`src/rtl/ram_ctrl.sv`:
```
// ram_ctrl: MIPS byte/half/word load-store to word-RAM initiator; optional RAM_CTRL_ALIGN_TRAP_EN traps misaligned half/word accesses
module ram_ctrl #(
  parameter int ADDR_W = 10
) (
  input  logic              clk,
  input  logic              rst,
  input  logic              req_valid,
  output logic              req_ready,
  input  logic              req_we,
  input  logic [1:0]        req_size,
  input  logic              req_signed,
  input  logic [31:0]       req_addr,
  input  logic [31:0]       req_wdata,
  output logic              resp_valid,
  output logic [31:0]       resp_rdata,
  output logic              resp_err,
  output logic [ADDR_W-1:0] ram_addr,
  output logic              ram_cs,
  output logic              ram_rd,
  output logic              ram_oe,
  output logic [31:0]       ram_write_data,
  input  logic [31:0]       ram_read_data
);
  typedef enum logic [2:0] {IDLE, RD, WR, RMW_RD, RMW_WR, RESP, ERR} state_t;
  state_t state_q, state_d;
  logic [1:0] size_q, off_q;
  logic sgn_q;
  logic [15:0] wdata_q;
  logic acc, bad, mis;
  logic [4:0] sh;
  logic [31:0] mask, lane, ext, merged;
  assign acc = req_valid & req_ready;
`ifdef RAM_CTRL_ALIGN_TRAP_EN
  assign mis = (req_size == 2'b01 & req_addr[0]) | (req_size == 2'b10 & |req_addr[1:0]);
`else
  assign mis = 1'b0;
`endif
  assign bad = |req_addr[31:ADDR_W+2] | &req_size | mis;
  // Big-endian lane select: offset 0 is the top byte; halves only look at offset bit 1
  always_comb begin
    sh = size_q == 2'b00 ? {~off_q, 3'b000} : size_q == 2'b01 ? {~off_q[1], 4'b0000} : 5'd0;
    mask = size_q == 2'b00 ? 32'hFF << sh : size_q == 2'b01 ? 32'hFFFF << sh : '1;
    lane = (ram_read_data & mask) >> sh;
    ext = size_q == 2'b00 ? {{24{sgn_q & lane[7]}}, lane[7:0]} :
          size_q == 2'b01 ? {{16{sgn_q & lane[15]}}, lane[15:0]} : lane;
    merged = (ram_read_data & ~mask) | (({16'h0, wdata_q} << sh) & mask);
  end
  // Next-state: errors skip the RAM entirely, sub-word stores go through read-modify-write
  always_comb begin
    state_d = state_q;
    unique case (state_q)
      IDLE:    if (acc) state_d = bad ? ERR : !req_we ? RD : req_size == 2'b10 ? WR : RMW_RD;
      RD, WR:  state_d = RESP;
      RMW_RD:  state_d = RMW_WR;
      RMW_WR:  state_d = RESP;
      default: state_d = IDLE;
    endcase
  end
  // Registered outputs derived from the upcoming state; reset kills any RAM cycle at once
  always_ff @(posedge clk or posedge rst) begin
    if (rst) begin
      state_q        <= IDLE;
      req_ready      <= 1'b0;
      resp_valid     <= 1'b0;
      resp_rdata     <= '0;
      resp_err       <= 1'b0;
      ram_cs         <= 1'b0;
      ram_rd         <= 1'b1;
      ram_oe         <= 1'b0;
      ram_addr       <= '0;
      ram_write_data <= '0;
      size_q         <= '0;
      off_q          <= '0;
      sgn_q          <= 1'b0;
      wdata_q        <= '0;
    end else begin
      state_q    <= state_d;
      req_ready  <= state_d == IDLE;
      ram_cs     <= state_d inside {RD, WR, RMW_RD, RMW_WR};
      ram_rd     <= !(state_d inside {WR, RMW_WR});
      ram_oe     <= state_d inside {RD, RMW_RD};
      resp_valid <= state_d inside {RESP, ERR};
      resp_err   <= state_d == ERR;
      resp_rdata <= state_q == RD ? ext : '0;
      if (acc) begin
        size_q         <= req_size;
        off_q          <= req_addr[1:0];
        sgn_q          <= req_signed;
        wdata_q        <= req_wdata[15:0];
        ram_addr       <= req_addr[ADDR_W+1:2];
        ram_write_data <= req_wdata;
      end
      if (state_q == RMW_RD) ram_write_data <= merged;
    end
  end
endmodule
```
`config.mk`:
```
export PLATFORM = sky130hd
export DESIGN_NAME = ram_ctrl
export DESIGN_NICKNAME = d
export VERILOG_FILES = /design/src/rtl/ram_ctrl.sv
export SDC_FILE = /design/constraint.sdc
export NUM_CORES = 1
export LEC_CHECK = 0
export BUFFER_PORTS_ARGS = -buffer_cell sky130_fd_sc_hd__buf_2
export CORE_MARGIN = 3
export CORE_UTILIZATION = 54
export DETAILED_ROUTE_END_ITERATION = 16
export PLACE_DENSITY = 0.88
export SYNTH_ARGS = -nofsm -noshare
export SYNTH_HDL_FRONTEND = slang
export SYNTH_SLANG_ARGS = --single-unit
```
`constraint.sdc`:
```
create_clock -name clk -period 5.9 [get_ports clk]
set_clock_uncertainty 0.1 [all_clocks]
set_input_delay 0.59 -clock clk [delete_from_list [all_inputs] [get_ports clk]]
set_output_delay 0.59 -clock clk [all_outputs]
set_load 0.005 [all_outputs]
```
; ---- Yosys cells after proc, flatten, opt, wreduce, memory -nomap -nowiden
; Cells that the tools add are included.
[word_totals]
reg_bits = 104
latch_bits = 0
ram_bits = 0
rom_bits = 0
in_bits = 103
out_inout_bits = 80
wordCells = 67
mem_count = 0
[op_classes]
add_sub_neg = 0
mul = 0
div_mod_pow = 0
order_cmp = 0
n_eq_ne = 12
shift = 4
mux = 14
n_bitwise = 11
n_reduce_logical = 12
[op_table]
columns = cell, count
row1 = $mux W32, 7
row2 = $and A32 B32 Y32, 3
row3 = $not A32 Y32, 1
row4 = $or A32 B32 Y32, 1
row5 = $shl A16 B5 Y32, 1
row6 = $shl A16 B5 Y32 const A, 1
row7 = $shl A8 B5 Y32 const A, 1
row8 = $shr A32 B5 Y32, 1
row9 = $reduce_or A20 Y1, 1
row10 = $eq A3 B2 Y1 const B, 4
row11 = $eq A3 B3 Y1 const B, 4
row12 = $mux W5, 2
row13 = $pmux W3 S3, 1
row14 = $reduce_bool A2 Y1, 4
row15 = $eq A3 B1 Y1 const B, 2
row16 = $logic_not A3 Y1, 2
row17 = $mux W3, 2
row18 = $reduce_bool A4 Y1, 1
row19 = $and A1 B1 Y1, 3
row20 = $reduce_or A3 Y1, 1
row21 = $eq A2 B1 Y1 const B, 1
row22 = $eq A2 B2 Y1 const B, 1
row23 = $logic_not A2 Y1, 1
row24 = $mux W2, 1
row25 = 6 further kinds, 6

; ---- Longest topological paths before layout
; Gate-level depths: netlist (run 1).
[depth]
word_depth = 12
depth_mapped = 8
mapped_depth_nobuf = 5

; ---- Worst setup path after synthesis (run 1)
; No wires, ideal clock.
[synth_timing]
kind = input port to flip-flop
startpoint = input req_valid
endpoint = register req_ready
setup_ns = 0.118
arrival_time_ns = 1.617
t_required_ns = 5.682
slack_ns = 4.065
path_stages = 7
n_path_buf = 2
cell_sequence = buf_2 -> and2_1 -> buf_2 -> nand2_1 -> o31ai_2 -> a21oi_2 -> and2b_1
[synth_between]
elab_chain_cells = 4
[synth_rtl]
columns = element, line
row1 = from (decl), 7  ; input logic req_valid,
row2 = $and A1 B1 Y1, 32  ; assign acc = req_valid & req_ready;
row3 = $mux W3, 52  ; IDLE: if (acc) state_d = bad ? ERR : !req_we ? RD : req_size == 2'b10 ? WR : RMW_RD;
row4 = $pmux W3 S3, 51  ; unique case (state_q)
row5 = $logic_not A3 Y1, 78  ; req_ready <= state_d == IDLE;
row6 = to (signal assigned), 63  ; req_ready <= 1'b0;
row7 = to (signal assigned), 78
row8 = to (decl), 8  ; output logic req_ready,
; Every way passes these cells.
; A chain may end at the register's enable or synchronous reset.

; ---- Final worst setup path (run 1)
[layout_timing]
startpoint = register size_q[1]
endpoint = register ram_write_data[4]
[layout_between]
elab_chain_cells = 10
word_cells_on_any_way = 14
cone_classes = eq/ne (1) / shift (3) / mux (5) / bitwise (4) / reduce/logical (1)
[layout_rtl]
columns = element, line
row1 = from (decl), 26  ; logic [1:0] size_q, off_q;
row2 = from (signal assigned), 86  ; size_q <= req_size;
row3 = $eq A2 B1 Y1, "41, 42"
row4 = $mux W5 (2 in series), 41  ; sh = size_q == 2'b00 ? {~off_q, 3'b000} : size_q == 2'b01 ? {~off_q[1], 4'b0000} : 5'd0;
row5 = $shl A16 B5 Y32, 42  ; mask = size_q == 2'b00 ? 32'hFF << sh : size_q == 2'b01 ? 32'hFFFF << sh : '1;
row6 = $mux W32 (2 in series), 42
row7 = $not A32 Y32, 46  ; merged = (ram_read_data & ~mask) | (({16'h0, wdata_q} << sh) & mask);
row8 = $and A32 B32 Y32, 46
row9 = $or A32 B32 Y32 *, 46
row10 = $mux W32 *, 93  ; if (state_q == RMW_RD) ram_write_data <= merged;
row11 = to (signal assigned), 91  ; ram_write_data <= req_wdata;
row12 = to (signal assigned), 93
row13 = to (decl), 21  ; output logic [31:0] ram_write_data,
; Mark *: on every way between the ends. The rest lies on a longest branch, timed or not.

==> results of run 1 <==
-- kinds of logic after synthesis --
| group | after synthesis |
|---|---|
| xor gates and xnor gates | 1 |
| buffers and inverters | 53 |
| DFF | 104 |
| and+or+nand+nor | 210 |
| AOI/OAI and AO/OA | 154 |
| muxes | 10 |
-- area by class of cell --
class                      instances  area, µm²  area share (%)
sequential                       104       2600            43.0
multi-input combinational        375       2130            35.2
timing repair buffer             185        933            15.4
clock buffer                      10        138            2.27
tap                              108        135            2.23
clock inverter                     6       72.6            1.20
inverter                          12       47.5           0.784
-- cell usage after synthesis, types with 2 or more instances --
| cell type | number |
|---|---|
| mux2i_1 | 8 |
| a211oi_1 | 24 |
| or3_1 | 2 |
| a31oi_1 | 25 |
| a2111oi_0 | 7 |
| dfrtp_1 | 103 |
| nor3_1 | 2 |
| and3_1 | 8 |
| a21o_1 | 8 |
| o21ai_1 | 9 |
| and2_1 | 16 |
| a21oi_1 | 27 |
| a221oi_1 | 16 |
| nor2_1 | 29 |
| buf_2 | 11 |
| nand2b_1 | 2 |
| clkbuf_1 | 20 |
| a311oi_1 | 7 |
| buf_6 | 3 |
| buf_1 | 3 |
| nor2b_1 | 10 |
| a21oi_2 | 3 |
| nand2_1 | 126 |
| o21ai_0 | 12 |
| nor4_2 | 3 |
| inv_1 | 11 |
| o31ai_1 | 8 |
| nor4_1 | 4 |
| buf_4 | 3 |
-- final timing paths --
path	from	endpoint	slack (ps)
setup / recovery	size_q[1]	ram_write_data[4]	3090
hold reg to reg	ram_addr[4]	ram_addr[4]	380
min in group clk	req_addr[11]	ram_addr[9]	310
max in group asynchronous	rst	ram_write_data[20]	4380
setup reg to reg	size_q[1]	ram_write_data[4]	3090
hold / removal	rst	resp_rdata[13]	120
-- worst register-to-register path: stages (launching register included) --
cell      delay [ps]
dfrtp_1         1040
nor2_1           370
nor2_2           660
nor2b_1          140
a211oi_1         310
a31oi_1           60
-- power by group through the flow --
stage	clock (mW)	sequential, mW	combinational (mW)
global placement	0	1.25	1.28
CTS	0.469	1.25	1.33
floorplan	0	1.20	0.903
detailed placement	0	1.26	1.32
finish	0.464	1.25	1.34
global route	0.501	1.29	1.49
-- flip-flops by register name (all words and copies together), names as in the netlist --
register and cells:
resp_err 1, ram_oe 1, wdata_q 16, ram_addr 10, resp_valid 1, resp_rdata 32
size_q 2, ram_cs 1, sgn_q 1, ram_rd 1, state_q 3, off_q 2
ram_write_data 32, req_ready 1
-- through the flow --
stage	hold slack [ps]	std cells	util, %	total power, mW
2_1_floorplan	349	532	-	2.11
3_3_place_gp	356	784	66.1	2.53
3_5_place_dp	361	784	66.1	2.58
4_1_cts	128	800	68.5	3.05
5_1_grt	152	800	68.5	3.28
6_report	115	800	68.5	3.06
-- per-layer routing --
metal	wire, µm	vias up	part of all wire, %	track usage [%]
li1	-	2198	-	-
met1	5980	2302	40	39.1
met2	7080	289	47	46.1
met3	1440	55	9.6	5.12
met4	606	0	4.0	12.9
met5	0	-	0	0
-- cell usage in the layout, fill, tap and decap left out, types with 2 or more instances in the layout --
cell type	instances
a21o_1	8
mux2i_1	8
a21oi_1	27
buf_2	182
nand2b_1	2
o21ai_0	12
inv_1	10
a2111oi_0	7
clkbuf_8	10
or3_1	2
nor4_1	4
dfrtp_1	103
a21oi_2	3
nor2b_1	10
nor4_2	3
and3_1	8
nand2_1	125
o21ai_1	9
a311oi_1	7
o31ai_1	8
a211oi_1	24
buf_4	3
a31oi_1	25
and2_1	15
nor2_1	29
nor3_1	2
inv_6	3
a221oi_1	16
==> run metrics, run 1 <==
cts bufs inserted=9; post-synthesis async set-or-reset flop share=100%; Post-Syn Area per Cell=roughly 9.4 µm²; global-route wire length before repair=~23 mm; CP Cell Sequence=nor2_1 > nor2_2 > nor2b_1 > a211oi_1 > a31oi_1; worst path bufs/invs=0; Synth Area in Compound Gates=between 20% and 30%; sequential fraction of design power=41.0%; Clk pwr share=approximately 15%; setup_tns=0 ps; n_diodes=0; post-synthesis mux area share=between 2 and 2.5%; Synthesized Nets=around 640; Final ANT Viol Nets=0; Hold WC Path Type=in2async; initial drt markers=~310; fill count=between 700 and 800; total wire length=between 15 and 20 mm; Initial Util=between 50% and 60%; Die Wd=just over 100 µm; crit start category=flop; FMAX=0.356 GHz; Syn. warnings=0; standard-cell rows=34; Leak Pwr=3.12 nW; Final Cell Area=6060 µm²; routability congestion estimate=about 0.9; layout cell share with drive strength beyond 1=31.6%; Area Overhead vs Synth=21.7%; die footprint=10400 µm²; peak supply drop=223 µV; Main synth FF type=dfrtp_1; GRT Util Overall=29.0%; Stages on worst setup path=5; clk_lat worst skew=approximately 360 ps; post-CTS resize count=0; Fin. Hold Viols=0; Clock Sinks=104; hold-fix buffer count after cts=0; via/cell ratio=between 6 and 7; xor and xnor area share after synthesis=less than 1%; Arrival @ worst endpoint=~3000 ps; Worst path slowest cell=dfrtp_1; # IOs=~180; largest stage delay on the critical path=~1000 ps; share of the synthesized area in the top cell type=approximately half; Via Count=around 4800; worst slew pin tran=around 1000 ps; antenna violations before repair=0; DP Worst Slack=3210 ps; Root Buffer=clkbuf_8; H-tree depth=3; Int Power=1.78 mW; nets=between 700 and 800; largest net degree at the start of global routing=slightly below 70; Worst Path Required=around 6000 ps; Simple-Gate Fraction of Synth Area=between 15 and 20%; Synth Area in Adders=0%; Worst Slack Setup Final=just over 3000 ps; DR WL/cell=18.9 µm; power share of the combinational group=a little over two fifths; Slew Limit Fails=0; core area=between 8000 and 9000 µm²; status=complete, no violations; number of max-cap violations=0; Worst path top cell family by delay=simple AND/OR/NAND/NOR gates; PwrDens=slightly above 500 nW/µm²; Tcrit/Tclk final=47.6%; largest family of logic cells by synthesized area=compound AO/OA/AOI/OAI gates; register bit total from synthesis=about 100; Synth cell types=51; CP Class=reg2reg; Crit. End Element=flop; Final min period=roughly 2800 ps; # port buffers=between 150 and 200; Die Y=102 µm; Reg2Reg Depth=5; vias in the first global route=approximately 4600; Worst slew margin=between 30% and 40%; Post-CTS Setup Repair Bufs=0; RSZ-0062 raised after global routing=false; # DRC=0; placed cell areas=just under 6000 µm²; Worst Path Max Fanout=33; DP HPWL=11.1 mm; dominant cells by area after synthesis=dfrtp_1 (52%), nand2_1 (9.5%), a211oi_1 (3.6%), a31oi_1 (3.1%), a221oi_1 (2.8%); Setup Viol. Count Final=0; DRT Pass-1 Iters=5; sw frac=a little over two fifths; area leader, netlist=dfrtp_1; clk slew on worst S/H paths=roughly 110 ps; TritonCTS clock tree=done; synthesized area=approximately 5000 µm²; post-synthesis cell count=~530; number of synthesized flops with an enable pin=0; clock buffer depth=2; Congestion Overflow GR=0; Switch Pwr=between 1 and 1.5 mW; post-synthesis sequential area ratio=between 50% and 60%
(Power assumes the default switching activity.)
==> run 2, diff against run 1 <==
--- a/config.mk
+++ b/config.mk
@@ -5,11 +5,12 @@
 export SDC_FILE = /design/constraint.sdc
 export NUM_CORES = 1
 export LEC_CHECK = 0
+export ABC_AREA = 1
 export BUFFER_PORTS_ARGS = -buffer_cell sky130_fd_sc_hd__buf_2
 export CORE_MARGIN = 3
-export CORE_UTILIZATION = 54
+export CORE_UTILIZATION = 50
 export DETAILED_ROUTE_END_ITERATION = 16
-export PLACE_DENSITY = 0.88
+export PLACE_DENSITY = 0.82
 export SYNTH_ARGS = -nofsm -noshare
 export SYNTH_HDL_FRONTEND = slang
 export SYNTH_SLANG_ARGS = --single-unit
==> constraint.sdc (replaced) <==
create_clock -name clk -period 2.8 [get_ports clk]
set_clock_uncertainty 0.1 [all_clocks]
set_input_delay 0.28 -clock clk [delete_from_list [all_inputs] [get_ports clk]]
set_output_delay 0.28 -clock clk [all_outputs]
set_load 0.005 [all_outputs]
==> run metrics, run 2 <==
crit path launch=off_q[0]; Via Count=slightly above 5000; global-route wire length before repair=between 20 and 30 mm; share of the synthesized area in the top cell type=50.3%; hold-fix buffer count after cts=10; worst slew pin tran=580 ps; Congestion Overflow GR=0; clock buffer depth=2; Final min period=2240 ps; antenna violations before repair=0; post-synthesis mux area share=0%; Switch Pwr=approximately 2.8 mW; Reg2Reg Depth=8; die footprint=around 12000 µm²; TritonCTS clock tree=done; Die Wd=approximately 110 µm; status=complete, no violations; Root Buffer=clkbuf_8; sw frac=between 40% and 50%; most instantiated library cell after synthesis=nand2_1; Simple-Gate Fraction of Synth Area=between 20% and 30%; Leak Pwr=approximately 3.5 nW; initial drt markers=406; Final ANT Viol Nets=0; FMAX=~0.45 GHz; Clock Sinks=around 100; Synth Area in Compound Gates=between 10% and 20%; layout cell share with drive strength beyond 1=29.1%; routability congestion estimate=0.944; Setup Viol. Count Final=0; largest net degree at the start of global routing=between 60 and 70; CP Cell Sequence=inv_1 > nand2_4 > inv_2 > nor2_4 > nand2_1 > nand3_2 > nand4_4 > a21boi_0; clk_lat worst skew=around 370 ps; register bit total from synthesis=104; peak supply drop=roughly 530 µV; post-synthesis async set-or-reset flop share=between 90% and 100%; total wire length=16.0 mm; hold_sp=req_addr[11]; hold slack=between 7 and 8 ps; Crit. End Element=flop; post-synthesis cell count=between 600 and 700; DR WL/cell=approximately 17 µm; largest family of logic cells by synthesized area=simple AND/OR/NAND/NOR gates; core area=slightly below 10000 µm²; Die Y=roughly 110 µm; crit start category=flop; Regs by FF count=ram_write_data: 32 flops, resp_rdata: 32 flops, wdata_q: 16 flops; Hold WC Path Type=in2reg; dominant cells by area after synthesis=dfrtp_1 (50%), nand2_1 (13%), o21ai_0 (10%), a21oi_1 (4.1%), nand3_1 (3.6%); GRT Util Overall=27.8%; power share of the combinational group=around 47%; # DRC=0; Worst Path Max Fanout=24; clk slew on worst S/H paths=about 100 ps; Slew Limit Fails=0; post-CTS resize count=0; Commonest cells post-synth=nand2_1 (180), dfrtp_1 (103), o21ai_0 (102); sequential fraction of design power=38.1%; Worst Path Required=a little under 3000 ps; cts bufs inserted=9; Synth Area in Adders=0%; Worst path slowest cell=dfrtp_1; number of max-cap violations=0; Area Overhead vs Synth=26.1%; xor and xnor area share after synthesis=0%; Initial Util=approximately 52%; Fin. Hold Viols=0; Design Power=between 6 and 7 mW; H-tree depth=3; Syn. warnings=0; standard-cell rows=36; via/cell ratio=between 5 and 6; largest stage delay on the critical path=between 400 and 500 ps; Int Power=around 3.7 mW; Synthesized Nets=between 700 and 800; RSZ-0062 raised after global routing=false; post-synthesis sequential area ratio=about half; Arrival @ worst endpoint=between 2000 and 2500 ps; PwrDens=between 1000 and 1500 nW/µm²; nets=between 900 and 1000; vias in the first global route=4954; Tcrit/Tclk final=between 70% and 80%; CP Class=reg2reg; Clk pwr share=between 10% and 20%; DP HPWL=12.2 mm; Main synth FF type=dfrtp_1; setup_tns=0 ps; Post-CTS Setup Repair Bufs=0; Post-Syn Area per Cell=~8.0 µm²; Worst slew margin=61.4%; RR Startpoint=off_q[0]; area leader, netlist=dfrtp_1; DRT Pass-1 Iters=5; most frequent cells in the layout=buf_2 (182), nand2_1 (180), dfrtp_1 (103); # IOs=between 150 and 200; worst hold stages=3; n_diodes=0; # port buffers=182; number of synthesized flops with an enable pin=0; synthesized area=slightly above 5000 µm²; Synth cell types=34; commonest non-fill, non-tap cell in the layout=buf_2
[run 2: cell families after synthesis]
logic type | Yosys count
simple gates | 277
compound gates | 177
flops | 104
buf+inv | 85
[run 2: final timing paths]
kind | endpoint | slack (ps)
max | resp_rdata[10] | 560
max in group asynchronous | ram_rd | 1530
min in group asynchronous | resp_rdata[9] | 380
min reg2reg | ram_write_data[28] | 390
max reg2reg | resp_rdata[10] | 560
min | ram_addr[9] | 7
[run 2: critical path: cells and delay by family, from the launching register on]
| family | cells | cell delay (ps) |
|---|---|---|
| AND/OR/NAND/NOR | 5 | 950 |
| flip-flops | 1 | 450 |
| AO/OA/AOI/OAI | 1 | 340 |
| buffers and inverters | 2 | 300 |
[run 2: stage by stage]
step | utilization (%) | instance area, µm² | worst slack [ps] | cells
6_report | 65.5 | 6460 | 561 | 965
5_1_grt | 65.5 | 6460 | 337 | 965
4_1_cts | 65.4 | 6450 | 546 | 964
3_5_place_dp | 62.4 | 6150 | 583 | 938
3_3_place_gp | 62.4 | 6150 | 756 | 938
2_1_floorplan | - | 5130 | 1170 | 643
[run 2: metal layers]
layer,routed length (µm),part of all wire [%],GRT usage [%]
met2,7500,47,45.0
met3,1380,8.6,5.88
met5,0,0,0
met4,354,2.2,8.31
met1,6730,42,38.0
[run 2: area by class of cell]
| cell class | count | area (µm²) |
|---|---|---|
| repair buffers | 207 | 1140 |
| clock buffers | 10 | 128 |
| fillers | 880 | 3400 |
| multi-input cells | 454 | 2160 |
| well taps | 133 | 166 |
| flip-flops and latches | 104 | 2600 |
| clock inverters | 6 | 73.8 |
| inverters | 51 | 195 |
[run 2: power by group through the flow]
stage | Combinational (mW) | Clock, mW | Sequential [mW]
5_1_grt | 3.41 | 1.06 | 2.54
3_5_place_dp | 2.99 | 0 | 2.49
4_1_cts | 3.01 | 0.989 | 2.47
6_report | 3.04 | 0.984 | 2.47
2_1_floorplan | 1.88 | 0 | 2.48
3_3_place_gp | 2.92 | 0 | 2.47
